File: config.mk
export PLATFORM = sky130hd
export DESIGN_NAME = booth_multiplier
export DESIGN_NICKNAME = d
export VERILOG_FILES = /design/src/rtl/mul_pkg.sv /design/src/rtl/booth_multiplier_step.sv /design/src/rtl/booth_multiplier.sv
export SDC_FILE = /design/constraint.sdc
export NUM_CORES = 1
export LEC_CHECK = 0
export ABC_AREA = 1
export ABC_CLOCK_PERIOD_IN_PS = 2200
export CORE_MARGIN = 2
export CORE_UTILIZATION = 45
export CTS_CLUSTER_DIAMETER = 100
export DETAILED_ROUTE_END_ITERATION = 6
export DONT_BUFFER_PORTS = 1
export PLACE_DENSITY = 0.63
export SYNTH_ARGS = -nofsm -noshare
export SYNTH_HDL_FRONTEND = slang
export SYNTH_SLANG_ARGS = --single-unit
File: constraint.sdc
create_clock -name clk -period 2.2 [get_ports clk]
set_input_delay 0.44 -clock clk [delete_from_list [all_inputs] [get_ports clk]]
set_output_delay 0.44 -clock clk [all_outputs]
set_load 0.01 [all_outputs]
File: src/rtl/mul_pkg.sv
// ============================================================================
// Module  : mul_pkg
// Purpose : Shared types and sizing for the sequential Booth multiplier.
// Revision: 1.0 - initial release
// ============================================================================
`default_nettype none

package mul_pkg;

  localparam int N_DEF = 6;
  localparam int CNT_W = $clog2(N_DEF + 1);

  typedef enum logic [2:0] {
    IDLE   = 3'd0,
    LOAD_Q = 3'd1,
    CALC   = 3'd2,
    LOAD_R = 3'd3,
    ADD    = 3'd4,
    DONE   = 3'd5
  } state_e;

endpackage

`default_nettype wire

File: src/rtl/booth_multiplier_step.sv
// ============================================================================
// Module  : booth_step
// Purpose : One radix-2 Booth iteration: add/sub of M, then arithmetic shift
//           of {A,Q,q_m1}. Purely combinational.
// Revision: 1.0 - initial release
// ============================================================================
`default_nettype none

module booth_step #(
  parameter int N = 6
) (
  input  logic [N:0]   i_a,
  input  logic [N-1:0] i_q,
  input  logic         i_qm1,
  input  logic [N-1:0] i_m,
  output logic [N:0]   o_a,
  output logic [N-1:0] o_q,
  output logic         o_qm1
);

  logic [N:0] w_m_ext;
  logic [N:0] w_sum;

  always_comb begin
    w_m_ext = {i_m[N-1], i_m};
    case ({i_q[0], i_qm1})
      2'b10:   w_sum = i_a - w_m_ext;
      2'b01:   w_sum = i_a + w_m_ext;
      default: w_sum = i_a;
    endcase
    // Shift replicates the extra sign bit, so A stays a valid N+1-bit value.
    o_a   = {w_sum[N], w_sum[N:1]};
    o_q   = {w_sum[0], i_q[N-1:1]};
    o_qm1 = i_q[0];
  end

endmodule

`default_nettype wire

File: src/rtl/booth_multiplier.sv
// ============================================================================
// Module  : booth_multiplier
// Purpose : Sequential signed radix-2 Booth multiplier on the shared N-bit
//           operand bus. Optional macro MUL_ACC_EN adds a final +R stage.
// Revision: 1.0 - initial release
// ============================================================================
`default_nettype none

module booth_multiplier
  import mul_pkg::*;
#(
  parameter int N = N_DEF
) (
  input  logic         clk,
  input  logic         rst_n,
  input  logic         start,
  input  logic [N-1:0] inBus,
  input  logic         output_sel,
  output logic         ready,
  output logic         done,
  output logic [N-1:0] outBus
);

  localparam int CW = $clog2(N + 1);

  state_e          state_q, state_d;
  logic [N-1:0]    m_q, m_d;
  logic [N:0]      a_q, a_d;
  logic [N-1:0]    q_q, q_d;
  logic            qm1_q, qm1_d;
  logic [CW-1:0]   cnt_q, cnt_d;
  logic            done_q, done_d;
  logic            ready_q, ready_d;

  logic [N:0]      w_step_a;
  logic [N-1:0]    w_step_q;
  logic            w_step_qm1;

`ifdef MUL_ACC_EN
  logic [N-1:0]    r_q, r_d;
  logic [2*N-1:0]  w_acc;
  assign w_acc = {a_q[N-1:0], q_q} + {{N{r_q[N-1]}}, r_q};
`endif

  booth_step #(.N(N)) u_step (
    .i_a   (a_q),
    .i_q   (q_q),
    .i_qm1 (qm1_q),
    .i_m   (m_q),
    .o_a   (w_step_a),
    .o_q   (w_step_q),
    .o_qm1 (w_step_qm1)
  );

  always_comb begin
    state_d = state_q;
    m_d     = m_q;
    a_d     = a_q;
    q_d     = q_q;
    qm1_d   = qm1_q;
    cnt_d   = cnt_q;
    done_d  = done_q;
`ifdef MUL_ACC_EN
    r_d     = r_q;
`endif
    case (state_q)
      IDLE, DONE: begin
        if (start) begin
          m_d     = inBus;
          done_d  = 1'b0;
          state_d = LOAD_Q;
        end
      end
      LOAD_Q: begin
        q_d     = inBus;
        a_d     = '0;
        qm1_d   = 1'b0;
        cnt_d   = '0;
        state_d = CALC;
      end
      CALC: begin
        a_d   = w_step_a;
        q_d   = w_step_q;
        qm1_d = w_step_qm1;
        cnt_d = cnt_q + CW'(1);
        if (cnt_q == CW'(N - 1)) begin
`ifdef MUL_ACC_EN
          state_d = LOAD_R;
`else
          state_d = DONE;
          done_d  = 1'b1;
`endif
        end
      end
`ifdef MUL_ACC_EN
      LOAD_R: begin
        r_d     = inBus;
        state_d = ADD;
      end
      ADD: begin
        // Keep A's extra bit consistent with the wrapped 2N-bit sum.
        a_d     = {w_acc[2*N-1], w_acc[2*N-1:N]};
        q_d     = w_acc[N-1:0];
        done_d  = 1'b1;
        state_d = DONE;
      end
`endif
      default: state_d = IDLE;
    endcase
    ready_d = (state_d == IDLE) || (state_d == DONE);
  end

  always_ff @(posedge clk or negedge rst_n) begin
    if (!rst_n) begin
      state_q <= IDLE;
      m_q     <= '0;
      a_q     <= '0;
      q_q     <= '0;
      qm1_q   <= 1'b0;
      cnt_q   <= '0;
      done_q  <= 1'b0;
      ready_q <= 1'b1;
`ifdef MUL_ACC_EN
      r_q     <= '0;
`endif
    end else begin
      state_q <= state_d;
      m_q     <= m_d;
      a_q     <= a_d;
      q_q     <= q_d;
      qm1_q   <= qm1_d;
      cnt_q   <= cnt_d;
      done_q  <= done_d;
      ready_q <= ready_d;
`ifdef MUL_ACC_EN
      r_q     <= r_d;
`endif
    end
  end

  assign ready  = ready_q;
  assign done   = done_q;
  assign outBus = output_sel ? a_q[N-1:0] : q_q;

endmodule

`default_nettype wire
# Word-level counts from Yosys, hierarchy flattened
# Cells that the tools add are included.
# word_totals
register_bits,28
input_bits,10
output_inout_bits,8
elab_cells,40
# classes
n_addsub,3
eq_ne,9
muxes,12
reduce_logical,8
# ops
operator,n
case mux 7 bit (2 select lines),2
case mux 6 bit (2 select lines),1
== test 3 bit (second input constant),3
case mux 3 bit (3 select lines),1
adder 7 bit,1
subtractor 7 bit,1
logical NOT 3 bit,2
two-way mux 3 bit,2
two-way mux 6 bit,1
case mux 3 bit (2 select lines),1
!= test 2 bit (second input constant),2
case mux 1 bit (2 select lines),2
nonzero test 2 bit,2
adder 3 x 1 -> 3 bit (second input constant),1
== test 3 x 1 -> 1 bit (second input constant),1
== test 3 x 2 -> 1 bit (second input constant),1
AND reduction 3 bit,1
== test 2 x 1 -> 1 bit (second input constant),1
== test 2 bit (second input constant),1
two-way mux 1 bit,2
AND reduction 2 bit,1
OR reduction 2 bit,1
logical OR 1 bit,1

# Depth between registers and ports, before layout
# Gate-level depths: netlist of the first run.
# logic_depth
word_depth,5
ltp_mapped,15
depth_no_buf,14

# Cells and area by module
# From an unflattened synthesis of the first run, not the netlist that was laid out.
# unflattened
hier_cells,270
hier_area_um2,2009.4
# modules_own_cells
mod,instances,cells_each,area_each_um2,seq_area_each_um2
booth_multiplier,1,171,1416.4,701.9
booth_step,1,99,593.1,0.0

# Worst setup path before layout of the first run
# Ideal clock, no wire load.
# synth_timing
path_type,flip-flop to flip-flop
startpoint,register qm1_q
endpoint,register a_q[3]
setup_ps,126
arrival_ps,1888
required_time_ps,2074
setup_slack_ps,186
stages_incl_launch_ff,13
n_path_buf,1
period_less_slack_ps,2014
path_cell_list,dfrtp_1 ha_1 clkbuf_2 o21ai_0 inv_1 fa_1 inv_1 nand3_1 nand3_1 xnor2_1 nand2_1 nand2_1 o21ai_0
# synth_between
elab_chain_len,3
word_cells_on_any_way,4
cone_classes,eq/ne: 2; mux: 2
# synth_lines
item,line_no,rtl
start: declaration,booth_multiplier.sv:30,"logic qm1_q, qm1_d;"
start signal: assignment,booth_multiplier.sv:131,qm1_q <= qm1_d;
== test 2 x 1 -> 1 bit / == test 2 bit (equally long branches),booth_multiplier_step.sv:26,"case ({i_q[0], i_qm1})"
case mux 7 bit (2 select lines) *,booth_multiplier_step.sv:26,
case mux 7 bit (2 select lines) *,booth_multiplier.sv:66,case (state_q)
end signal: assignment,booth_multiplier.sv:117,a_q <= '0;
end signal: assignment,booth_multiplier.sv:129,a_q <= a_d;
end: declaration,booth_multiplier.sv:28,"logic [N:0] a_q, a_d;"
# Every way passes the cells marked *; elsewhere a longest branch is shown, timed or not.
# A chain may end at the register's enable or synchronous reset.

# Worst setup path after layout of the first run
# layout_timing
startpoint,register m_q[0]
endpoint,register a_q[3]
# layout_between
elab_chain_len,3
word_cells_on_any_way,4
cone_classes,add/sub: 2; mux: 2
# layout_lines
item,line_no,rtl
start: declaration,booth_multiplier.sv:27,"logic [N-1:0] m_q, m_d;"
start signal: assignment,booth_multiplier.sv:128,m_q <= m_d;
adder 7 bit / subtractor 7 bit (equally long branches),"booth_multiplier_step.sv:28, booth_multiplier_step.sv:27",
case mux 7 bit (2 select lines) *,booth_multiplier_step.sv:26,
case mux 7 bit (2 select lines) *,booth_multiplier.sv:66,
# Marked as above.

==> flow_summary.yaml, run 1 <==
global_routing:
  overflow: 0
  grt_pass1_wl_mm: 6.39
  grt_max_degree: 28
  antenna_found_initial: 0
  grt_pass1_vias: 1403
  globalRouteTotalUtil_pct: 19.6
critical_path:
  path_common_cell: "inv_1"
  path_max_fanout: 4
  worst_setup_path_end_kind: "flip-flop"
  crit_type: "reg -> reg"
  cp.arrival_ns: 2.22
  path_cells: "inv_1, ha_2, inv_1, o21ai_2, inv_1, fa_1, inv_2, nand3_1, nand3_1, xnor2_1, nand2_1, nand2_1, o21ai_0"
  critical-path-max-stage-delay_ns: 0.43
  cp-start-kind: "flip-flop"
  critPathRequiredTime_ns: 2.37
  crit_slowest_cell: "fa_1"
clock_network:
  clkSinkCount: 27
  clk_pin_slew_ns: 0.09
  cts_max_path_buffers: 2
  cts_tree: "done"
  htree_levels: 1
  clock_latency_ns: 0.28
  cts_root_buffer: "clkbuf_8"
  cts_made_buffers: 3
synth:
  synthCells: 219
  synth_compound_area_share_pct: 14.8
  netlist_area_um2: 1720
  synth.avg_cell_area_um2: 7.83
  synth_xor_xnor_area_share_pct: 3.57
  synth-seq-area-share_pct: 39.5
  synth_top_family_by_area: "simple AND/OR/NAND/NOR gates"
  ys_warn_count: 0
  ys_seq_elements: 27
  synth-simple-area-share_pct: 23.8
  synthMuxAreaShare_pct: 0
  synth_fa_ha_area_share_pct: 8.46
  synth_nets: 240
  ys_types: 29
placed_design:
  dp_hpwl_mm: 2.76
  place.gp.congestion: 0.838
  dp.cells: 264
  port_buffers: 0
routing:
  firstDrtPassIters: 4
  drc_errors: 0
  ant_nets: 0
  via_per_inst: 5.21
  vias: 1418
  wirelength_mm: 3.69
  drt_iter0_drc: 64
  wire_per_inst_um: 13.6
die:
  num_io_pins: 18
  row_count: 22
  core_um2: 3660
  die-area_um2: 4320
  fp.dieH_um: 65.7
  start_util_pct: 46.9
  die_x_um: 65.7
job:
  drv_cap: 0
timing:
  final.setup_skew_ns: 0.00255
  rsz0062_at_grt: "false"
  drv_slew: 0
  period_needed_ns: 2.05
  slew_headroom_pct: 68.7
  worstMarginPinSlew_ns: 0.464
  period_share_pct: 93.3
  setup_viol_count_final: 0
  hold_ws_ns: 0.212
  max_freq_mhz: 487
  tns_ns: 0
  finalHoldViolations: 0
finish:
  regArea_um2: 677
  drive_above_1_share_pct: 15.6
  areaGrowthSynthToFinish_pct: 10.5
  layout_commonest_cell: "nand2_1"
  fill_cells: 376
  multiInputGateArea_um2: 916
  most-common-layout-cells: "nand2_1 (55), inv_1 (31), dfrtp_1 (26)"
  n_antenna_cell: 0
  fin_nets: 246
  fin_cells: 272
hold_path:
  hp-class: "in -> reg"
run_status:
  status: "finished, final reports clean"
[kinds of logic after synthesis]
family                     count (synthesis)
adders and majority gates                 11
DFF                                       27
xor gates and xnor gates                   7
AOI/OAI and AO/OA                         40
buffers and inverters                     40
and+or+nand+nor                           94
[final timing paths]
kind                        start        to  slack, ns  depth (start not counted)
max in group asynchronous   rst_n     ready       1.38                          2
min                         start     ready       0.21                          1
max                        m_q[0]    a_q[3]       0.15                         13
min in group asynchronous   rst_n  cnt_q[2]       0.59                          2
min reg2reg                q_q[3]    q_q[3]       0.49                          2
max reg2reg                m_q[0]    a_q[3]       0.15                         13
[state kept, by name, summed over array words and instances (netlist names)]
| signal | cells |
|---|---|
| a_q | 6 |
| m_q | 6 |
| q_q | 6 |
| cnt_q | 3 |
| state_q | 3 |
| done | 1 |
| qm1_q | 1 |
| ready | 1 |
[layout make-up]
class / count / share of cell area [%]
multi-input cells: 152 / 48.3
flip-flops and latches: 27 / 35.7
inverters: 35 / 7.06
repair buffers: 6 / 3.37
well taps: 48 / 3.17
clock buffers: 4 / 2.38
[routing by layer]
metal | vias to the layer above | wire (um) | GRT usage [%]
met3 | 8 | 111 | 2.74
met2 | 22 | 1770 | 32.8
met5 | - | 0 | 0
li1 | 728 | - | -
met1 | 660 | 1730 | 25.8
met4 | 0 | 79 | 7.29
[through the flow]
| step | instance area (um2) | worst slack, ns | util, % |
|---|---|---|---|
| 5_1_grt | 1900 | 0.00366 | 51.8 |
| 2_1_floorplan | 1720 | 0.186 | - |
| 3_3_place_gp | 1750 | 0.0428 | 47.9 |
| 3_5_place_dp | 1750 | 0.0225 | 47.9 |
| 6_report | 1900 | 0.146 | 51.8 |
| 4_1_cts | 1830 | 0.0262 | 50.0 |
[synth_stat cells]
cell      instances  area share, %
nand2_1          56             12
inv_1            33            7.2
dfrtp_1          26             38
o21ai_0          15            4.4
nand3_1          14            4.1
nor2_1           12            2.6
ha_1             10            7.3
a21oi_1           9            2.6
o21ai_2           7            3.6
o221ai_1          6            3.1
xor2_1            4            2.0
nand4_1           3            1.1
xnor2_1           3            1.5
buf_6             2            1.3
clkbuf_2          2           0.58
nand2_2           2           0.73
nor3_1            2           0.58
o22ai_1           2           0.73
clkbuf_1          1           0.22
dfstp_2           1            1.5
fa_1              1            1.2
inv_2             1           0.22
inv_4             1           0.36
nand2_4           1           0.66
nand3b_2          1           0.66
nor2_2            1           0.36
o211ai_1          1           0.44
or2_0             1           0.36
or2_2             1           0.36
[repair_timing]
action / 4_1_cts / 5_1_grt
setup buffers: 0 / 2
endpoints found under the hold margin: 27 / 0
setup endpoints to repair: 1 / 4
pin swaps: 0 / 9
hold buffers: 2 / 0
resized for setup: 1 / 14
[worst max-delay path: cells and delay by family, from the launching register on]
kind	cells	cell delay, ns
flops	1	0.37
xor+xnor	1	0.12
fa+ha+maj	2	0.73
simple gates	4	0.27
compound gates	2	0.20
buf+inv	4	0.27
Power of run 1 is left out: the tool's default activity adds up to more than one toggle a clock period on the data nets, which glitch-free logic cannot reach.
==> run 2, diff against run 1 <==
--- a/config.mk
+++ b/config.mk
@@ -6,13 +6,13 @@
 export NUM_CORES = 1
 export LEC_CHECK = 0
 export ABC_AREA = 1
-export ABC_CLOCK_PERIOD_IN_PS = 2200
 export CORE_MARGIN = 2
 export CORE_UTILIZATION = 45
 export CTS_CLUSTER_DIAMETER = 100
 export DETAILED_ROUTE_END_ITERATION = 6
 export DONT_BUFFER_PORTS = 1
 export PLACE_DENSITY = 0.63
+export RECOVER_POWER = 25
 export SYNTH_ARGS = -nofsm -noshare
 export SYNTH_HDL_FRONTEND = slang
 export SYNTH_SLANG_ARGS = --single-unit
==> flow_summary.yaml, run 2 (synthesis results as in run 1) <==
timing:
  max_freq_mhz: 487
  drv_slew: 0
  tns_ns: 0
  setup_viol_count_final: 0
  period_share_pct: 93.3
  period_needed_ns: 2.05
  finalHoldViolations: 0
  slew_headroom_pct: 3.28
  final.setup_skew_ns: 0.00266
  rsz0062_at_grt: "false"
  worstMarginPinSlew_ns: 1.45
global_routing:
  antenna_found_initial: 0
  globalRouteTotalUtil_pct: 19.6
  overflow: 0
  grt_max_degree: 28
  grt_pass1_vias: 1403
  grt_pass1_wl_mm: 6.39
clock_network:
  cts_made_buffers: 3
  clock_latency_ns: 0.28
  cts_root_buffer: "clkbuf_8"
  clkSinkCount: 27
  cts_tree: "done"
  cts_max_path_buffers: 2
  clk_pin_slew_ns: 0.09
  htree_levels: 1
critical_path:
  cp-start-kind: "flip-flop"
  rrSetupSlack_ns: 0.15
  ff2ff_path_depth: 13
  path_max_fanout: 4
  r2r-end: "a_q[3]"
  worst_setup_path_end_kind: "flip-flop"
  reg2reg_from: "m_q[0]"
  critPathRequiredTime_ns: 2.37
  cp.arrival_ns: 2.22
  crit_type: "reg -> reg"
die:
  num_io_pins: 18
  core_um2: 3660
  die-area_um2: 4320
  row_count: 22
  die_x_um: 65.7
  fp.dieH_um: 65.7
  start_util_pct: 46.9
finish:
  layout_commonest_cell: "nand2_1"
  areaGrowthSynthToFinish_pct: 9.55
  fill_cells: 378
  most-common-layout-cells: "nand2_1 (55), inv_1 (31), dfrtp_1 (26)"
  reg.largest.list: "a_q (6), m_q (6), q_q (6)"
  n_antenna_cell: 0
  fin_nets: 246
  fin_util_pct: 51.3
  drive_above_1_share_pct: 15.2
  regArea_um2: 677
  multiInputGateArea_um2: 916
routing:
  wire_per_inst_um: 13.6
  via_per_inst: 5.18
  drc_errors: 0
  firstDrtPassIters: 4
  wirelength_mm: 3.71
  ant_nets: 0
  vias: 1410
  drt_iter0_drc: 63
run_status:
  status: "finished, final reports clean"
hold_path:
  holdPathStages: 1
  worstHoldEndpoint: "ready"
  min-delay-start: "start"
  hp-class: "in -> reg"
placed_design:
  place.gp.congestion: 0.838
  port_buffers: 0
  dp_hpwl_mm: 2.76
job:
  drv_cap: 0
[run 2: cell count changes in the layout (fill, tap and decap cells not counted)]
cell      previous run  this run
buf_12               1         0
clkbuf_1             1         2
[run 2: worst max-delay path by stage]
stage	slack, ns	endpoint	start	cells after the start
finish	0.15	a_q[3]	m_q[0]	13
CTS	0.03	a_q[3]	m_q[1]	13
global placement	0.04	a_q[3]	q_q[0]	13
detailed placement	0.02	a_q[3]	q_q[0]	13
floorplan	0.19	a_q[3]	qm1_q	12
global route	0.004	a_q[3]	m_q[1]	13
[run 2: critical path: stages, from the launching register on]
cell and delay (ns):
dfrtp_1 0.37, inv_1 0.06, ha_2 0.30, inv_1 0.04, o21ai_2 0.13, inv_1 0.07, fa_1 0.43, inv_2 0.10
nand3_1 0.07, nand3_1 0.09, xnor2_1 0.12, nand2_1 0.06, nand2_1 0.05, o21ai_0 0.07
[run 2: repair_timing]
item | CTS | global route
endpoints found under the setup margin | 1 | 4
pin swaps | 0 | 9
hold buffers | 2 | 0
hold endpoints to repair | 27 | 0
buffers inserted | 0 | 2
gates resized for setup | 1 | 14
[run 2: final cells by class]
type | instances | share of cell area (%)
Tap cell | 48 | 3.20
Sequential cell | 27 | 36.0
Multi-Input combinational cell | 152 | 48.7
Inverter | 35 | 7.12
Clock buffer | 4 | 2.40
Timing Repair Buffer | 6 | 2.53
[run 2: through the flow]
step	instances	setup slack, ns	hold slack [ns]	area, um2
2_1_floorplan	219	0.186	0.144	1720
3_3_place_gp	264	0.0428	0.145	1750
3_5_place_dp	264	0.0225	0.145	1750
4_1_cts	270	0.0262	0.215	1830
5_1_grt	272	0.00366	0.207	1880
6_report	272	0.147	0.214	1880
[run 2: routing by layer]
| metal | wire (um) | up-vias | GRT usage [%] |
|---|---|---|---|
| li1 | - | 728 | - |
| met1 | 1730 | 653 | 25.8 |
| met2 | 1780 | 21 | 32.8 |
| met3 | 120 | 8 | 2.74 |
| met4 | 79 | 0 | 7.29 |
| met5 | 0 | - | 0 |
Power of run 2 is left out for the same reason.
